`config.mk`:
```
export PLATFORM = sky130hd
export DESIGN_NAME = toggle_pulse_decoder
export DESIGN_NICKNAME = d
export VERILOG_FILES = /design/src/rtl/toggle_pulse_decoder.sv
export SDC_FILE = /design/constraint.sdc
export NUM_CORES = 1
export LEC_CHECK = 0
export BUFFER_PORTS_ARGS = -buffer_cell sky130_fd_sc_hd__buf_2
export CORE_MARGIN = 4
export CORE_UTILIZATION = 35
export DETAILED_ROUTE_END_ITERATION = 12
export GPL_TIMING_DRIVEN = 0
export MAX_ROUTING_LAYER = met4
export PLACE_DENSITY = 0.56
export SLEW_MARGIN = 20
export SYNTH_ARGS = -nofsm -noshare
export SYNTH_HDL_FRONTEND = slang
export SYNTH_SLANG_ARGS = --single-unit
```
`constraint.sdc`:
```
create_clock -name clk -period 2.4 [get_ports clk]
set_clock_uncertainty 0.05 [all_clocks]
set_input_delay 0.48 -clock clk [delete_from_list [all_inputs] [get_ports clk]]
set_output_delay 0.48 -clock clk [all_outputs]
set_load 0.05 [all_outputs]
```
`src/rtl/toggle_pulse_decoder.sv`:
```
// Toggle-encoded event decoder: each level change on tog_in becomes one pulse and one pending event.
// Optional two-flop input synchronizer enabled by defining TOGGLE_DEC_SYNC_EN.
module toggle_pulse_decoder #(
  parameter int PEND_W = 4,
  parameter int TOT_W  = 8
) (
  input  logic              clk,
  input  logic              rst,
  input  logic              tog_in,
  output logic              pulse_out,
  output logic              evt_valid,
  input  logic              evt_ready,
  output logic [PEND_W-1:0] pend_cnt,
  output logic [TOT_W-1:0]  total_cnt,
  output logic              ovf
);

  localparam logic [1:0] ST_IDLE   = 2'd0;
  localparam logic [1:0] ST_ACTIVE = 2'd1;
  localparam logic [1:0] ST_FULL   = 2'd2;

  localparam logic [PEND_W-1:0] PEND_MAX = '1;

`ifdef TOGGLE_DEC_SYNC_EN
  logic s1_q, s1_d;
`endif
  logic              s2_q, s2_d;
  logic              prev_q, prev_d;
  logic              pulse_q, pulse_d;
  logic [1:0]        state_q, state_d;
  logic [PEND_W-1:0] pend_q, pend_d;
  logic [TOT_W-1:0]  total_q, total_d;
  logic              ovf_q, ovf_d;
  logic              det;
  logic              accept;

  assign evt_valid = (state_q != ST_IDLE);
  assign pulse_out = pulse_q;
  assign pend_cnt  = pend_q;
  assign total_cnt = total_q;
  assign ovf       = ovf_q;

  always_comb begin
`ifdef TOGGLE_DEC_SYNC_EN
    s1_d = tog_in;
    s2_d = s1_q;
`else
    s2_d = tog_in;
`endif
    prev_d  = s2_q;
    det     = s2_q ^ prev_q;
    pulse_d = det;
    accept  = evt_valid & evt_ready;
    total_d = total_q + {{(TOT_W-1){1'b0}}, det};
    pend_d  = pend_q;
    ovf_d   = ovf_q;
    case (state_q)
      ST_IDLE: begin
        // evt_ready is meaningless here since evt_valid is low
        if (det) pend_d = {{(PEND_W-1){1'b0}}, 1'b1};
      end
      ST_ACTIVE: begin
        if (det && !accept)      pend_d = pend_q + 1'b1;
        else if (accept && !det) pend_d = pend_q - 1'b1;
      end
      ST_FULL: begin
        // A det that coincides with an accept replaces the consumed slot, so nothing is lost
        if (det && !accept)      ovf_d  = 1'b1;
        else if (accept && !det) pend_d = pend_q - 1'b1;
      end
      default: pend_d = '0;
    endcase
    if (pend_d == '0)            state_d = ST_IDLE;
    else if (pend_d == PEND_MAX) state_d = ST_FULL;
    else                         state_d = ST_ACTIVE;
  end

  always_ff @(posedge clk) begin
    if (rst) begin
`ifdef TOGGLE_DEC_SYNC_EN
      s1_q    <= 1'b0;
`endif
      s2_q    <= 1'b0;
      prev_q  <= 1'b0;
      pulse_q <= 1'b0;
      state_q <= ST_IDLE;
      pend_q  <= '0;
      total_q <= '0;
      ovf_q   <= 1'b0;
    end else begin
`ifdef TOGGLE_DEC_SYNC_EN
      s1_q    <= s1_d;
`endif
      s2_q    <= s2_d;
      prev_q  <= prev_d;
      pulse_q <= pulse_d;
      state_q <= state_d;
      pend_q  <= pend_d;
      total_q <= total_d;
      ovf_q   <= ovf_d;
    end
  end

endmodule

```
==> reports/results.txt, run 1 <==
The flow ran to the end, and the final reports show no timing, DRC or antenna violations. The number of nets handed over by synthesis was 127. The highest attainable clock frequency came out at 494 MHz. The total area inside the core boundary comes to 0.00278 mm2. The clock transition at the registers of the reported paths works out to 100 ps. The detailed router finished its first iteration with 69 violations. Quantity of I/O buffers inserted on ports: 17. After synthesis the netlist holds a flip-flop and latch count of 18.

0 antenna diodes ended up in the layout. Once detail routing completed, the nets flagged for antenna violations numbered 0. Max-cap violations in this run came to 0. Setup repair after global routing left no endpoint under its margin. The worst path uses 84.4% of the clock period. The first global-routing pass estimated 3850 um of wire.

The first detailed-routing pass took 4 iterations. For the worst setup path, the data arrival time is 2160 ps. Buffers added to address setup during post-CTS repair amount to 0. The worst register-to-register path has a depth of 8.

The library cells used most frequently in the layout, excluding fill and tap cells, are sky130_fd_sc_hd__buf_2 (20), sky130_fd_sc_hd__dfxtp_1 (18), sky130_fd_sc_hd__nor2_1 (13). For the worst setup path, the data required time is 2530 ps. The logs give 3 for the number of CTS-inserted buffers and 149 for the final net count. The longest clock path from root to sink contains 2 buffers.

Number of clock sinks: 18. By area the synthesized netlist is led by sky130_fd_sc_hd__dfxtp_1 (35%), sky130_fd_sc_hd__ha_1 (4.9%), sky130_fd_sc_hd__nor2_1 (4.7%). Post-layout minimum cycle time: 2020 ps.

The biggest area contributor in the post-synthesis netlist is sky130_fd_sc_hd__dfxtp_1. At the pin with the least slew margin, the transition time is 543 ps. For this run, design rule violations remaining after detail routing come to 0.

The detailed router placed 910 vias in this run. The worst register-to-register path begins at pend_cnt[0]. The category of the critical setup timing path was flip-flop to flip-flop.

The worst setup path is captured at a flip-flop. The sum of negative setup slack is 0 ps. The congestion estimate from routability-driven global placement came to 0.767. The tools report the count of synthesis-stage warnings from yosys as 0. For the count of pins over their slew limit, the log shows 0. Global routing used 12.3% of the available tracks across all layers.

The worst setup path is launched from a flip-flop. The fraction of the yosys area taken by sequential cells is 35.0%. For this design the top-level I/O count stands at 19. The H-tree depth is 1.

The tools report the number of instances in the placed design as 167. After detailed routing, the total wire length is 2200 um. Counting flops with a built-in enable in the synthesized netlist gives 0.

The worst hold path passes through 2 cells. The biggest cell delay along the critical path was 480 ps; the area share of the largest cell type after synthesis was 35.0%. Across all register-to-register paths, the minimum setup slack is 380 ps. Once layout is complete, the cells apart from fillers number 171. Across the VDD grid, the largest voltage drop is 0.471 mV. The synthesized area per cell was 8.64 um2; the synthesis-to-finish area growth was 15.6%. Total congestion overflow: 0.

Total power density per cell area: 717 mW/mm2. The run gives 0 as the quantity of gates resized following cts. TritonCTS built the clock tree.

The logs give 0 for the number of hold violations in the final report and 11 for the pin count of the biggest net entering global routing. Dividing the detail-routed wire length by the instance count gives 12.9 um. The chip width is 62.2 um.

The tools report the end of the worst register-to-register path as state_q[0]. The destination of the worst hold path is prev_d. The most common cell after layout, fill and taps aside was sky130_fd_sc_hd__buf_2.

The count of different cell masters after synthesis is 42. Initial antenna violation count: 0. Along the worst path, the maximum fanout reaches 7. For the leakage dissipation, the log shows 0.509 nW. The floorplan step defined a die boundary enclosing 0.00387 mm2. In this run the vertical extent of the chip is 62.2 um. Setup violations remaining at the end of the flow were counted as 0. The number of buffers inserted for hold repair after clock tree synthesis is 0, and the initial core utilization is 37.0%. The tools report the clock tree root buffer cell as sky130_fd_sc_hd__clkbuf_4.

Predominant post-synthesis flop cell: sky130_fd_sc_hd__dfxtp_1. Among all stages on the critical path, the largest delay is contributed by sky130_fd_sc_hd__dfxtp_1. The worst max-slew margin expressed relative to the limit was 63.2%. Traced cell by cell, the critical path runs through inv_1 -> ha_1 -> nand3b_1 -> a21oi_1 -> o21ai_0 -> o311ai_1 -> and4_1 -> nor3_2. For this run, asynchronously set or reset flops after synthesis account for 0%. Row generation in the floorplan step produced 19 rows. The worst min-delay path category is primary input to flip-flop.

The share of post-route cells with drive strength above 1 is 25.0%. The startpoint identified for the worst hold timing path is tog_in. The wire-length estimate of the detail-placed layout is 1710 um. Synthesis produced a netlist whose cell count is 119. In the routed layout, each cell is associated on average with a via count of 5.32. At the later pin of the worst-skew pair, clock insertion delay measures 290 ps. The logs give 888 for the number of global-route vias before repair and 0.00103 mm2 for the combined area of all synthesized cells.
==> flip-flops by register name, indices dropped and copies added (netlist names) <==
name / count
total_cnt: 8
pend_cnt: 4
state_q: 2
ovf: 1
prev_d: 1
prev_q: 1
pulse_out: 1
==> kinds of logic (layout without fill, tap and decap cells) <==
family,count (synthesis),after routing,synth area share [%]
compound gates,25,25,17.8
xor+xnor,7,7,6.69
fa+ha+maj,4,4,4.87
buf+inv,13,34,5.47
flops,18,18,35.0
simple gates,52,52,30.2
==> worst max-delay path by stage <==
stage                      startpoint  slack, ps          to
after floorplan           pend_cnt[0]        240  state_q[0]
after global placement    pend_cnt[0]        460  state_q[0]
after detailed placement  pend_cnt[0]        410  state_q[0]
after CTS                 pend_cnt[0]        380  state_q[0]
after global routing      pend_cnt[0]        220  state_q[0]
final                     pend_cnt[0]        380  state_q[0]
==> where the power goes <==
part           internal, mW  switching [mW]  total (mW)
Clock                0.0924          0.0903       0.183
Combinational         0.108           0.209       0.317
Sequential            0.322          0.0303       0.352
==> critical path, delay by kind of cell (launching register included) <==
kind	cells	cell delay (ps)
and+or+nand+nor	3	480
DFF	1	480
AOI/OAI and AO/OA	3	440
adders and majority gates	1	330
buffers and inverters	1	140
==> per-stage QoR <==
step	util, %	hold WS (ps)	area (um2)	setup slack, ps	power [mW]
2_1_floorplan	-	432	1030	237	0.607
3_3_place_gp	41.4	402	1150	461	0.669
3_5_place_dp	41.4	411	1150	407	0.676
4_1_cts	42.7	344	1190	381	0.865
5_1_grt	42.7	345	1190	224	0.909
6_report	42.7	354	1190	375	0.852
==> layout make-up <==
class	count	area, um2
well taps	31	38.8
inverters	7	26.3
flip-flops and latches	18	360
clock buffers	4	36.3
repair buffers	17	85.1
multi-input cells	88	612
fillers	287	1590
plain buffers	6	30.0
==> synthesized netlist by cell type (2+ instances only) <==
library cell               number
sky130_fd_sc_hd__nand3_1        6
sky130_fd_sc_hd__nor2_1        13
sky130_fd_sc_hd__o21ai_1        3
sky130_fd_sc_hd__nand3b_1       2
sky130_fd_sc_hd__and3_1         2
sky130_fd_sc_hd__clkbuf_1       2
sky130_fd_sc_hd__nand2b_1       6
sky130_fd_sc_hd__nand4b_1       3
sky130_fd_sc_hd__nor3_1         3
sky130_fd_sc_hd__o21ai_0        2
sky130_fd_sc_hd__ha_1           4
sky130_fd_sc_hd__xnor2_1        2
sky130_fd_sc_hd__buf_2          3
sky130_fd_sc_hd__nor2b_1        5
sky130_fd_sc_hd__dfxtp_1       18
sky130_fd_sc_hd__nand2_1        3
sky130_fd_sc_hd__and4_1         2
sky130_fd_sc_hd__a21oi_1        7
sky130_fd_sc_hd__a31oi_1        2
sky130_fd_sc_hd__inv_1          6
sky130_fd_sc_hd__xor2_1         4
==> per-layer routing <==
metal  up-vias  track usage, %  wire length [um]
li1        462               -                 -
met1       427            14.1              1010
met2        17            20.7              1080
met3         4            3.06                84
met4         0            4.07                24
met5         -               -                 0
(Power assumes the default switching activity.)
==> inputs of run 2 (changes only) <==
--- a/config.mk
+++ b/config.mk
@@ -5,13 +5,14 @@
 export SDC_FILE = /design/constraint.sdc
 export NUM_CORES = 1
 export LEC_CHECK = 0
+export ABC_AREA = 1
 export BUFFER_PORTS_ARGS = -buffer_cell sky130_fd_sc_hd__buf_2
 export CORE_MARGIN = 4
 export CORE_UTILIZATION = 35
 export DETAILED_ROUTE_END_ITERATION = 12
 export GPL_TIMING_DRIVEN = 0
 export MAX_ROUTING_LAYER = met4
-export PLACE_DENSITY = 0.56
+export PLACE_DENSITY = 0.59
 export SLEW_MARGIN = 20
 export SYNTH_ARGS = -nofsm -noshare
 export SYNTH_HDL_FRONTEND = slang
==> constraint.sdc (replaced) <==
create_clock -name clk -period 1.7 [get_ports clk]
set_clock_uncertainty 0.05 [all_clocks]
set_input_delay 0.34 -clock clk [delete_from_list [all_inputs] [get_ports clk]]
set_output_delay 0.34 -clock clk [all_outputs]
set_load 0.05 [all_outputs]
==> run 2 against run 1 <==
Clock power grew 42%. Critical path depth is 2 higher. Die area down 2.3%. Flip-flop and latch count is the same. Sequential share of layout area is 0.79 points lower. Register-to-register slack worse by 280 ps. Global-route usage grew 0.30 points. Combinational power up 72%. Synthesized cell count grew 32%. Non-clock buffer count up 2. Sequential power rose by 40%. Highest routed layer unchanged. Cell area up 5.9%.
==> reports/results.txt, run 2 <==
The flow ran to the end, and the final reports show no timing, DRC or antenna violations. The tree built by TritonCTS fans out to 18 sinks. Entering global routing, the biggest net connects 11 pins. After synthesis, the largest area contributor takes up 36.0% of total cell area.

The fraction of the yosys area taken by sequential cells is 36.0%. The worst setup path is captured at a flip-flop. The I/O pin total was 19; the chip width was 61.5 um. Detailed placement ended at an HPWL of 1650 um.

TritonCTS built the clock tree. After detailed routing, the average wire length per cell comes to 10.0 um. By area the synthesized netlist is led by sky130_fd_sc_hd__dfxtp_1 (36%), sky130_fd_sc_hd__nand2_1 (15%), sky130_fd_sc_hd__nor2_1 (10%). The most common cell after layout, fill and taps aside was sky130_fd_sc_hd__nand2_1. Peak fanout along the critical path: 3. The most common cell in the netlist was sky130_fd_sc_hd__nand2_1. The post-layout minimum cycle time is 1610 ps. The number of global-route vias before repair was 876; the total power density per cell area was 1030 mW/mm2. The logs give 165 for the total nets after synthesis and 0 for the number of nets still failing antenna checks after routing.

The number of instances in the placed design is 206. Traced cell by cell, the critical path runs through inv_1 -> nand2_1 -> nand2_2 -> ha_2 -> ha_2 -> nand2_1 -> nor2_2 -> buf_4 -> xor2_1 -> nor2_1. In this run the tightest slew margin relative to its limit is 69.7%. The logs give 0.755 mW for the design internal power and 1 for the H-tree depth.

The leakage dissipation is 0.669 nW, and the share of total power in sequential cells is 38.0%. The combinational share of power is 42.0%, and the number of buffers inserted for hold repair after clock tree synthesis is 0. The fraction of registers with async set/reset was 0%; the total buffers and inverters traversed by the critical path was 2. The quantity of I/O buffers inserted on ports is 18, and the clock network fraction of design power is 20.0%. The tools report the count of different cell masters after synthesis as 23. The routed layout has 986 vias.

The predominant post-synthesis flop cell was sky130_fd_sc_hd__dfxtp_1. Synthesized netlist cell count: 157. The commonest cells after synthesis are sky130_fd_sc_hd__nand2_1 (40), sky130_fd_sc_hd__nor2_1 (27), sky130_fd_sc_hd__inv_1 (25). The logs give 36.6% for the initial core utilization and 193 for the final net count. The critical path is of the flip-flop to flip-flop type. Initial antenna violation count: 0. The vertical die dimension came out at 61.5 um. Setup repair after global routing could not meet its margin everywhere. The die covers 0.00378 mm2. The number of CTS-inserted buffers was 3. The tools report the highest attainable clock frequency as 623 MHz. Across the run, the number of max-cap violations was 0.

The biggest cell delay along the critical path is 330 ps. The top cell family by delay on the critical path was simple AND/OR/NAND/NOR gates. The final cell count without fillers is 215, and the arrival time of data at the critical path endpoint is 1730 ps.

The first-pass GRT wire length was 3510 um; the placer's final routability congestion estimate was 0.822. On the final layout, the worst hold slack is 174 ps. Setup violations remaining at the end of the flow were counted as 0. In this run, synthesis inferred 0 flip-flops with an integrated enable. The final clock period utilization by the worst path is 94.5%. The cell type contributing the most total cell area after synthesis was sky130_fd_sc_hd__dfxtp_1. Synthesis inferred 18 register bits. Yosys printed 0 warnings. The synthesis-to-finish area growth came out at 25.8%.

Clock latency on the worst-skew pair, taken at its later pin, is 290 ps. The count of pins over their slew limit was 0; the share of post-route cells with drive strength above 1 was 28.8%. Net switching is 41.8% of the power. For the pin with the worst max-slew slack, the measured transition is 455 ps. The clock passes through at most 2 buffers. After global routing the overflow that remains totals 0. Leaving out fill and tap cells, the most frequent cells in the layout are sky130_fd_sc_hd__nand2_1 (38), sky130_fd_sc_hd__nor2_1 (25), sky130_fd_sc_hd__inv_1 (23).

Summed over all nets, the switching power comes to 0.541 mW. After clock tree synthesis, the clock-pin slew on the worst setup and hold paths is 100 ps. The tools report the combined area of all synthesized cells as 0.00100 mm2. STA classifies the critical path startpoint as a flip-flop. The first routing iteration left 29 violations.

The flip-flop count of the largest register after layout was 8; the number of hold violations in the final report was 0. The region available for standard cell placement spans 0.00273 mm2. The critical path data required time is 1830 ps. After floorplanning, the core was divided into 19 placement rows. In the routed design, unresolved DRC markers number 0.

For the sum of routed wire length over all layers, the log shows 2160 um. The critical-path cell with the highest stage delay is sky130_fd_sc_hd__dfxtp_2. The iteration count of the initial detailed-routing pass is 4. The repair_antennas step left the layout with diodes totalling 0. In this run the worst hold path is classified as primary input to flip-flop. The worst ir drop on vdd was 0.563 mV; the synthesized area per cell was 6.38 um2.

The tools report the clock tree root buffer cell as sky130_fd_sc_hd__clkbuf_4. Global routing used 12.6% of the available tracks across all layers. The via-per-instance ratio came out at 4.59.
## run 2: changes by cell type after synthesis, moves of 3 or more
cell | before | now
sky130_fd_sc_hd__nand2b_1 | 6 | 0
sky130_fd_sc_hd__nor2b_1 | 5 | 0
sky130_fd_sc_hd__nor2_1 | 13 | 27
sky130_fd_sc_hd__nand4b_1 | 3 | 0
sky130_fd_sc_hd__nand3_1 | 6 | 14
sky130_fd_sc_hd__inv_1 | 6 | 25
sky130_fd_sc_hd__nand2_2 | 0 | 3
sky130_fd_sc_hd__nand2_1 | 3 | 40
## run 2: final timing paths
| kind | depth (start not counted) | start | slack, ps | end |
|---|---|---|---|---|
| min reg2reg | 1 | ovf | 420 | ovf |
| min | 2 | rst | 170 | total_cnt[5] |
| max reg2reg | 10 | prev_d | 90 | total_cnt[4] |
| max | 10 | prev_d | 90 | total_cnt[4] |
## run 2: per-layer routing
layer  routed length (um)  up-vias  global-route usage [%]
met1                 1010      429                    15.8
met5                    0        -                       -
met3                  120        2                    1.89
met4                   14        0                    5.76
met2                 1020       17                    19.8
li1                     -      538                       -
## run 2: cells by family (layout without fill, tap and decap cells)
group,Yosys count,in the layout,synth area share (%)
flops,18,18,36.0
fa+ha+maj,4,4,5.00
compound gates,14,14,8.50
simple gates,91,91,38.1
buf+inv,28,55,10.6
xor+xnor,2,2,1.75
## run 2: what timing repair did
action | CTS | global route
resized for setup | 1 | 18
pin swaps | 0 | 4
endpoints found under the setup margin | 1 | 6
hold endpoints to repair | 0 | 0
setup buffers | 0 | 5
## run 2: final cells by class
class                           instances  area [um2]
Fill cell                             288        1480
Tap cell                               31        38.8
Timing Repair Buffer                   23         128
Buffer                                  2        8.76
Multi-Input combinational cell        111         578
Sequential cell                        18         372
Clock buffer                            4        36.3
Inverter                               26        97.6
## run 2: power by group through the flow
stage / sequential [mW] / combinational [mW] / clock, mW
CTS: 0.495 / 0.499 / 0.269
detailed placement: 0.505 / 0.497 / 0
floorplan: 0.573 / 0.324 / 0
global placement: 0.503 / 0.489 / 0
finish: 0.493 / 0.544 / 0.259
global route: 0.498 / 0.619 / 0.293
## run 2: per-stage QoR
| stage | power, mW | utilization, % | worst slack (ps) | TNS, ps | cell area, um2 |
|---|---|---|---|---|---|
| after CTS | 1.26 | 43.0 | 27.9 | 0 | 1170 |
| after floorplan | 0.898 | - | -26.3 | -26.3 | 1000 |
| after detailed placement | 1.00 | 41.5 | 7.60 | 0 | 1130 |
| after global routing | 1.41 | 46.0 | -27.8 | -49.3 | 1260 |
| after global placement | 0.993 | 41.5 | 50.6 | 0 | 1130 |
| final | 1.30 | 46.0 | 94.3 | 0 | 1260 |
==> inputs of run 3 (changes only) <==
--- a/config.mk
+++ b/config.mk
@@ -6,7 +6,8 @@
 export NUM_CORES = 1
 export LEC_CHECK = 0
 export ABC_AREA = 1
-export BUFFER_PORTS_ARGS = -buffer_cell sky130_fd_sc_hd__buf_2
+export BUFFER_PORTS_ARGS = -buffer_cell sky130_fd_sc_hd__buf_4
+export CORE_ASPECT_RATIO = 1.2
 export CORE_MARGIN = 4
 export CORE_UTILIZATION = 35
 export DETAILED_ROUTE_END_ITERATION = 12
==> run 3 against run 2 <==
Largest cell class unchanged. Largest power group unchanged. Global-route usage decreased by 0.11 points. Critical endpoint is now total_cnt[7]. Sequential power increased by 1%. Hold slack got worse by 9.6 ps.
==> reports/results.txt, run 3 (synthesized netlist as in run 2, its figures left out) <==
TritonCTS built the clock tree. After clock tree synthesis, the flow added hold-fix buffers numbering 0. The overall power consumption is 1.31 mW. For the H-tree depth, the log shows 1. Measured against its own limit, the worst slew margin works out to 69.9%. Setup repair after global routing could not meet its margin everywhere.

The arrival time of data at the critical path endpoint is 1750 ps. The run gives 0 as the initial antenna violation count. The max-capacitance violation count is 0, and the synthesis-to-finish area growth is 27.9%.

The number of hold violations in the final report is 0, and the average wire per standard cell is 10.2 um. After detailed placement, the total cell area comes to 0.00118 mm2. The worst-skew pair later-pin latency came out at 290 ps. Setup violations remaining at the end of the flow were counted as 0.

Clock-pin slew was measured on the worst setup and hold paths at 100 ps. The run gives 0.689 mV as the worst ir drop on vdd. Adding up every negative setup slack in the final design gives 0 ps. Dividing the final minimum period by the clock period gives 94.3%. The flow ran to the end, and the final reports show no timing, DRC or antenna violations.

The slew at the pin closest to its max-slew limit is 451 ps, and the worst-case register-to-register setup slack is 100 ps. The logs give 0.00276 mm2 for the core area and 11.8 ps for the minimum setup slack after placement. For the initial core utilization, the log shows 36.3%. The number of clock sinks was 18; the placement row count was 21. The tools report the endpoint type of the worst setup path as a flip-flop. The tools report the number of violations reported at the end of detailed-routing iteration 0 as 25. The clock network fraction of design power is 19.8%.

By startpoint and endpoint, the worst setup path is classified as flip-flop to flip-flop. The tools report the final net count as 189. The run gives 0 as the total congestion overflow.

In the routed layout, each cell is associated on average with a via count of 4.63. The die is 56.8 um wide. For this design the ratio of total power to cell area is 1020 mW/mm2. The tools report the estimated wirelength of the detail-placed design as 1710 um. The run gives 0.00128 mm2 as the final design area excluding fillers. For the critical path data required time, the log shows 1840 ps. The fraction of power spent switching nets works out to 41.4%. The worst min-delay path category is primary input to flip-flop.

Global routing used 12.5% of the available tracks across all layers. The I/O pin total came out at 19. Entering global routing, the biggest net connects 11 pins. The cell sitting at the root of the clock tree is a sky130_fd_sc_hd__clkbuf_4. Port buffering added 18 buffers.

Count of pins over their slew limit: 0. In this run the vertical extent of the chip is 66.6 um. In the layout the commonest cells are sky130_fd_sc_hd__nand2_1 (39), sky130_fd_sc_hd__nor2_1 (24), sky130_fd_sc_hd__inv_1 (23). For the worst path setup slack after routing, the log shows 97.7 ps. The flip-flop count of the largest register after layout came out at 8. The finished layout holds 214 standard cells, fillers aside. The first-pass GRT wire length is 3720 um. The worst path in the final design needs a cycle of 1600 ps, including I/O delays and setup. The most common cell after layout, fill and taps aside is sky130_fd_sc_hd__nand2_1.

The share of post-route cells with drive strength above 1 is 26.7%. Once detail routing completed, the nets flagged for antenna violations numbered 0. The die covers 0.00378 mm2. The combinational share of power was 42.0%. After filler insertion, the fill cell instance count of the layout stands at 292. Of all nets on the critical path, the largest fanout is 5. Summed over all cells, the static leakage comes to 0.652 nW. For this block, the routed nets add up to 2190 um of wire.

The logs give 624 MHz for the highest attainable clock frequency and 0 for the final antenna diode count. Counting the buffers created by CTS gives 3. The clock tree buffer depth came out at 2.

The tools report the design internal power as 0.766 mW. The tools report the iteration count of the initial detailed-routing pass as 4. The logs give 965 for the number of global-route vias before repair and 991 for the via total after detailed routing. At the end of routability-driven placement, the weighted congestion stood at 0.800.

The worst setup path is launched from a flip-flop. In the routed design, unresolved DRC markers number 0. The share of total power in sequential cells was 38.2%.

For this design the total switching power over the nets is 0.541 mW. Counting tap cells, the placed design contains a total of 209 instances.
run 3: changes by cell type in the layout (fill, tap and decap cells not counted), moves of 2 or more:
cell	delta
sky130_fd_sc_hd__buf_2	-18
sky130_fd_sc_hd__ha_1	+2
sky130_fd_sc_hd__ha_2	-3
sky130_fd_sc_hd__buf_4	+14
run 3: power by group through the flow:
stage	combinational, mW	sequential (mW)	clock, mW
final	0.549	0.499	0.259
after global routing	0.618	0.506	0.287
after CTS	0.519	0.496	0.268
after detailed placement	0.517	0.506	0
after global placement	0.512	0.505	0
after floorplan	0.324	0.573	0
run 3: worst paths after layout:
check,cells after the start,endpoint,from
max,10,total_cnt[7],prev_d
min,2,total_cnt[5],rst
max reg2reg,10,total_cnt[7],prev_d
min reg2reg,1,ovf,ovf
run 3: cell type report:
type | instances | area (um2) | share of cell area (%)
Multi-Input combinational cell | 111 | 581 | 45.4
Timing Repair Buffer | 19 | 143 | 11.1
Buffer | 2 | 8.76 | 0.684
Sequential cell | 18 | 372 | 29.0
Clock buffer | 4 | 36.3 | 2.83
Inverter | 26 | 97.6 | 7.62
Tap cell | 34 | 42.5 | 3.32
run 3: worst max-delay path: stages (launching register included):
cell	delay, ps
sky130_fd_sc_hd__dfxtp_2	340
sky130_fd_sc_hd__inv_1	90
sky130_fd_sc_hd__nand2_1	90
sky130_fd_sc_hd__nand2_4	120
sky130_fd_sc_hd__ha_4	140
sky130_fd_sc_hd__nand3_2	90
sky130_fd_sc_hd__nor3_2	190
sky130_fd_sc_hd__nand2_1	120
sky130_fd_sc_hd__inv_2	70
sky130_fd_sc_hd__nand3_1	60
sky130_fd_sc_hd__and3_1	160
run 3: what timing repair did:
action / 4_1_cts / 5_1_grt
pin swaps: 0 / 4
buffers inserted: 0 / 1
hold endpoints to repair: 0 / 0
setup endpoints to repair: 1 / 6
resized for setup: 1 / 16
run 3: stage by stage:
stage | hold slack [ps] | utilization [%]
floorplan | 368 | -
global placement | 404 | 42.9
detailed placement | 417 | 42.9
CTS | 155 | 44.4
global route | 154 | 46.4
finish | 164 | 46.4
run 3: layer usage:
layer	vias up	GRT usage, %	part of all wire (%)
li1	528	-	-
met1	439	13.6	42
met2	22	23.0	53
met3	2	1.36	3.7
met4	0	5.22	0.73
met5	-	-	0
